[src/rtl/axi_lite_master.sv]
// AXI4-Lite master. It accepts one command at a time on a valid/ready port,
// runs it as a single AXI4-Lite read or write, and returns the result on a
// valid/ready response port. A sticky watchdog flag reports a stalled slave
// but never abandons the transaction.
module axi_lite_master #(
    parameter int ADDR_WIDTH     = 16,
    parameter int DATA_WIDTH     = 32,
    parameter int TIMEOUT_CYCLES = 256
) (
    input  logic                  clk,
    input  logic                  rst,
    // command port
    input  logic                  i_cmd_valid,
    output logic                  o_cmd_ready,
    input  logic                  i_cmd_write,
    input  logic [ADDR_WIDTH-1:0] i_cmd_addr,
    input  logic [DATA_WIDTH-1:0] i_cmd_wdata,
    // response port
    output logic                  o_rsp_valid,
    input  logic                  i_rsp_ready,
    output logic [DATA_WIDTH-1:0] o_rsp_data,
    output logic [1:0]            o_rsp_resp,
    output logic                  o_rsp_write,
    // AXI write channels
    output logic                  o_awvalid,
    output logic [ADDR_WIDTH-1:0] o_awaddr,
    input  logic                  i_awready,
    output logic                  o_wvalid,
    output logic [DATA_WIDTH-1:0] o_wdata,
    input  logic                  i_wready,
    input  logic                  i_bvalid,
    output logic                  o_bready,
    input  logic [1:0]            i_bresp,
    // AXI read channels
    output logic                  o_arvalid,
    output logic [ADDR_WIDTH-1:0] o_araddr,
    input  logic                  i_arready,
    input  logic                  i_rvalid,
    output logic                  o_rready,
    input  logic [1:0]            i_rresp,
    input  logic [DATA_WIDTH-1:0] i_rdata,
    // status
    output logic                  o_busy,
    output logic                  o_timeout
);

    localparam int                CNT_W    = $clog2(TIMEOUT_CYCLES + 1);
    localparam logic [CNT_W-1:0] CNT_MAX  = CNT_W'(TIMEOUT_CYCLES);
    localparam logic [CNT_W-1:0] CNT_TRIP = CNT_W'(TIMEOUT_CYCLES - 1);

    typedef enum logic [2:0] {
        IDLE,
        WR_REQ,
        WR_RESP,
        RD_REQ,
        RD_RESP,
        RSP
    } state_t;

    state_t state, state_next;

    logic [ADDR_WIDTH-1:0] addr_q;
    logic [DATA_WIDTH-1:0] wdata_q;
    logic                  aw_done;
    logic                  w_done;
    logic [DATA_WIDTH-1:0] rsp_data_q;
    logic [1:0]            rsp_resp_q;
    logic                  rsp_write_q;
    logic [CNT_W-1:0]      wdog_cnt;
    logic                  timeout_q;
    logic                  cmd_accept;
    logic                  busy_next;

    // A command is only taken in IDLE and never while reset is held.
    assign cmd_accept = (state == IDLE) & ~rst & i_cmd_valid;

    // The watchdog counts cycles that are about to be spent waiting on the slave.
    assign busy_next = (state_next == WR_REQ) || (state_next == WR_RESP) ||
                       (state_next == RD_REQ) || (state_next == RD_RESP);

    assign o_awaddr    = addr_q;
    assign o_araddr    = addr_q;
    assign o_wdata     = wdata_q;
    assign o_rsp_data  = rsp_data_q;
    assign o_rsp_resp  = rsp_resp_q;
    assign o_rsp_write = rsp_write_q;
    assign o_timeout   = timeout_q;

    // State register; reset forces IDLE immediately, which drops every valid.
    always_ff @(posedge clk or posedge rst) begin
        if (rst) begin
            state <= IDLE;
        end else begin
            state <= state_next;
        end
    end

    // Next-state and handshake outputs, all decoded from the current state.
    always_comb begin
        state_next  = state;
        o_cmd_ready = 1'b0;
        o_awvalid   = 1'b0;
        o_wvalid    = 1'b0;
        o_bready    = 1'b0;
        o_arvalid   = 1'b0;
        o_rready    = 1'b0;
        o_rsp_valid = 1'b0;
        o_busy      = 1'b1;
        case (state)
            IDLE: begin
                o_cmd_ready = ~rst;
                o_busy      = 1'b0;
                if (cmd_accept) begin
                    state_next = i_cmd_write ? WR_REQ : RD_REQ;
                end
            end
            WR_REQ: begin
                o_awvalid = ~aw_done;
                o_wvalid  = ~w_done;
                if ((aw_done | i_awready) & (w_done | i_wready)) begin
                    state_next = WR_RESP;
                end
            end
            WR_RESP: begin
                o_bready = 1'b1;
                if (i_bvalid) begin
                    state_next = RSP;
                end
            end
            RD_REQ: begin
                o_arvalid = 1'b1;
                if (i_arready) begin
                    state_next = RD_RESP;
                end
            end
            RD_RESP: begin
                o_rready = 1'b1;
                if (i_rvalid) begin
                    state_next = RSP;
                end
            end
            RSP: begin
                o_rsp_valid = 1'b1;
                if (i_rsp_ready) begin
                    state_next = IDLE;
                end
            end
            default: begin
                state_next = IDLE;
                o_busy     = 1'b0;
            end
        endcase
    end

    // Command capture, per-channel write handshake tracking and response capture.
    always_ff @(posedge clk or posedge rst) begin
        if (rst) begin
            addr_q      <= '0;
            wdata_q     <= '0;
            aw_done     <= 1'b0;
            w_done      <= 1'b0;
            rsp_data_q  <= '0;
            rsp_resp_q  <= 2'b00;
            rsp_write_q <= 1'b0;
        end else begin
            if (cmd_accept) begin
                addr_q  <= i_cmd_addr;
                wdata_q <= i_cmd_wdata;
                aw_done <= 1'b0;
                w_done  <= 1'b0;
            end
            if (state == WR_REQ) begin
                if (i_awready) begin
                    aw_done <= 1'b1;
                end
                if (i_wready) begin
                    w_done <= 1'b1;
                end
            end
            if ((state == WR_RESP) && i_bvalid) begin
                rsp_data_q  <= '0;
                rsp_resp_q  <= i_bresp;
                rsp_write_q <= 1'b1;
            end
            if ((state == RD_RESP) && i_rvalid) begin
                rsp_data_q  <= i_rdata;
                rsp_resp_q  <= i_rresp;
                rsp_write_q <= 1'b0;
            end
        end
    end

    // Saturating stall watchdog; the flag is sticky until reset.
    always_ff @(posedge clk or posedge rst) begin
        if (rst) begin
            wdog_cnt  <= '0;
            timeout_q <= 1'b0;
        end else begin
            if (state_next == IDLE) begin
                wdog_cnt <= '0;
            end else if (busy_next && (wdog_cnt != CNT_MAX)) begin
                wdog_cnt <= wdog_cnt + 1'b1;
            end
            if (busy_next && (wdog_cnt == CNT_TRIP)) begin
                timeout_q <= 1'b1;
            end
        end
    end

endmodule

[config.mk]
export PLATFORM = sky130hd
export DESIGN_NAME = axi_lite_master
export DESIGN_NICKNAME = d
export VERILOG_FILES = /design/src/rtl/axi_lite_master.sv
export SDC_FILE = /design/constraint.sdc
export NUM_CORES = 1
export LEC_CHECK = 0
export CAP_MARGIN = 15
export CORE_MARGIN = 2
export CORE_UTILIZATION = 44
export CTS_CLUSTER_DIAMETER = 100
export CTS_CLUSTER_SIZE = 25
export DETAILED_ROUTE_END_ITERATION = 7
export PLACE_DENSITY = 0.86
export REMOVE_ABC_BUFFERS = 1
export SETUP_SLACK_MARGIN = 0.3
export SLEW_MARGIN = 15
export SYNTH_ARGS = -nofsm -noshare
export SYNTH_HDL_FRONTEND = slang
export SYNTH_SLANG_ARGS = --single-unit
export TNS_END_PERCENT = 1
[constraint.sdc]
create_clock -name clk -period 5.8 [get_ports clk]
set_clock_uncertainty 0.15 [all_clocks]
set_input_delay 1.16 -clock clk [delete_from_list [all_inputs] [get_ports clk]]
set_output_delay 1.16 -clock clk [all_outputs]
set_load 0.01 [all_outputs]
==> results.yml <==
status:
  status: "finished, final reports clean"
layout:
  regArea_um2: 2452
  fillers: 706
  nNetsFinal: 594
  multi_input_area_um2: 1494
  syn_to_final_growth_pct: 52.48
  drive_above_1_share_pct: 5.600
  diodes: 0
timing:
  worst_pin_slew_ns: 0.6563
  fmax_ghz: 0.2542
  slew_headroom_pct: 56.25
  final.period_utilization_pct: 67.82
  setup_viol: 0
  setup_tns_ns: 0
  grt_setup_unrepaired: "false"
  slew_viol_final: 0
  layout_min_cycle_time_ns: 3.933
  hold_viol: 0
drt:
  routed_wirelength_um: 10450
  vias_per_cell: 5.131
  drt_pass1_iterations: 5
  drt_iter0_drc: 100
  antenna_left: 0
  vias: 3135
  post-route-drc-count: 0
  avgRoutedWirePerCell_um: 17.11
setup_path:
  cp.arrival_ns: 2.62
  cp_common_cell: "clkdlybuf4s50_1"
  cp-startpoint: "rst"
  reg2reg_depth: 5
  timing.rr.start: "state[0]"
  reg2reg_slack_ns: 3.42
  slowest_stage: "clkdlybuf4s50_1"
  crit_type: "in -> out"
  required_ns: 4.49
  r2r_end: "wdog_cnt[4]"
  start_kind: "input port"
  cp_max_fo: 3
  slowest_delay_ns: 0.63
  end_kind: "primary output"
  path_cells: "clkdlybuf4s50_1 -> nor4_2 -> clkdlybuf4s50_1"
logic_synthesis:
  async_flop_share_pct: 100.0
  synth-warning-count: 0
  synth_top_family_by_area: "multiplexers"
  synth_ff_type: "dfrtp_1"
  synth-simple-area-share_pct: 8.281
  synth_edf_count: 0
  synth_compound_area_share_pct: 10.92
  syn_inst: 317
  yosys_register_bits: 98
  avgSynthCellArea_um2: 13.16
  synth_cell_types: 41
  synthAdderAreaFrac_pct: 0.9001
  synth-seq-area-share_pct: 58.81
  synthXorXnorAreaFrac_pct: 1.470
  netlist_area_um2: 4170
  synth.area.mux_share_pct: 13.92
grt:
  grt_pass1_wl_um: 16170
  antenna_found_initial: 0
  grt_pass1_vias: 3272
  grt_usage_pct: 20.14
  grt_max_degree: 55
  gr-total-overflow: 0
floorplan:
  start_util_pct: 45.35
  ios: 202
  die_x_um: 101.4
  fp.coreArea_um2: 9196
  std_cell_rows: 35
  fp.dieH_um: 101.4
  dieArea_um2: 10270
clock_tree:
  cts_resized: 0
  clock_path_buffers: 2
  post_cts_buffers: 0
  cts_tree: "done"
  cts_max_level: 3
  postCtsHoldBufs: 0
  clock-root-buffer: "clkbuf_8"
  cts_buffers: 9
  clock_latency_ns: 0.35
  path_clk_slew_ns: 0.09
  cts_sinks: 98
placed_design:
  io_buffers: 201
  hpwl_um: 7729
  gp_congestion: 0.8137
hold_path:
  hold_class: "reg -> reg"
  hold_path_end: "o_timeout"
  hp-start: "o_timeout"
  hold_path_depth: 1
pwr:
  power_mw: 3.115
  p_per_area_nw_per_um2: 489.9
  peakVddDrop_uv: 208.4
  power.leakage_nw: 2.690
job:
  drv_cap: 0
## per-stage QoR
stage / cell area (um2) / setup WS (ns) / std cells / hold slack (ns) / utilization [%]
finish: 6359 / 1.867 / 611 / 0.3322 / 69.14
global route: 6359 / 1.781 / 611 / 0.3611 / 69.14
CTS: 6354 / 2.006 / 611 / 0.3389 / 69.09
detailed placement: 6140 / 2.006 / 597 / 0.3188 / 66.76
global placement: 6140 / 2.019 / 597 / 0.3129 / 66.76
floorplan: 3955 / 1.928 / 282 / 0.3432 / -
## area by class of cell
cell class / count / share of cell area, %
sequential: 98 / 38.57
timing repair buffer: 204 / 32.00
multi-input combinational: 178 / 23.49
tap: 111 / 2.184
clock buffer: 10 / 2.165
clock inverter: 4 / 1.200
inverter: 6 / 0.3935
## worst max-delay path by stage
stage / depth (start not counted) / slack [ns] / endpoint
after floorplan: 1 / 1.93 / aw_done
after global placement: 3 / 2.02 / o_cmd_ready
after detailed placement: 3 / 2.01 / o_cmd_ready
after CTS: 3 / 2.01 / o_cmd_ready
after global routing: 3 / 1.78 / o_cmd_ready
final: 3 / 1.87 / o_cmd_ready
## flip-flops by register name (all words and copies together), names as in the netlist, 2 cells and up
name and count:
o_rsp_data 32, o_araddr 16, state 3, o_rsp_resp 2, wdog_cnt 9, o_wdata 32
## power by group
part	total (mW)	internal, mW	leakage (nW)	switching [mW]
logic	1.46	0.883	1.36	0.580
registers	1.17	0.964	1.22	0.208
clock network	0.480	0.252	0.105	0.229
## per-layer routing
metal,vias up,global-route usage [%],routed length [um]
met5,-,0,0
met4,0,7.692,212
met3,19,4.762,707
met2,138,34.54,5185
met1,1512,24.72,4349
li1,1466,-,-
## synth_stat cells, types with 4 or more instances
cell	count	area share (%)
dfrtp_1	98	59
xnor2_1	7	1.5
a21oi_1	4	0.48
mux2i_1	4	0.96
buf_2	7	0.84
inv_1	6	0.54
mux2_1	47	13
nand2_1	10	0.90
buf_4	16	2.9
nor2_1	16	1.4
nor3_1	6	0.72
a22o_1	35	7.4
and3_1	5	0.75
nand2b_1	6	0.90
clkbuf_1	9	0.81
## cell families (layout without fill, tap and decap cells)
logic type | Yosys count | in the layout
adders and majority gates | 3 | 3
buffers and inverters | 41 | 224
AOI/OAI and AO/OA | 54 | 54
muxes | 52 | 52
and+or+nand+nor | 62 | 62
DFF | 98 | 98
xor gates and xnor gates | 7 | 7
## layout by cell type (no fill, tap or decap), drive strengths merged, types with 4 or more instances in the layout
| cell type | Yosys | routed |
|---|---|---|
| nand2b | 6 | 6 |
| nor2 | 16 | 16 |
| mux2i | 4 | 4 |
| o21ai | 6 | 6 |
| xnor2 | 7 | 7 |
| clkdlybuf4s50 | 0 | 201 |
| nor4 | 4 | 4 |
| inv | 6 | 7 |
| and3 | 5 | 5 |
| a21oi | 6 | 6 |
| nand2 | 10 | 10 |
| dfrtp | 98 | 98 |
| mux2 | 48 | 48 |
| clkbuf | 9 | 10 |
| nor3 | 8 | 8 |
| a22o | 35 | 35 |
## critical path, delay by kind of cell
kind | cells | cell delay (ns)
buf+inv | 2 | 1.11
simple gates | 1 | 0.35
Note: power is estimated with default switching activity, not from simulation.
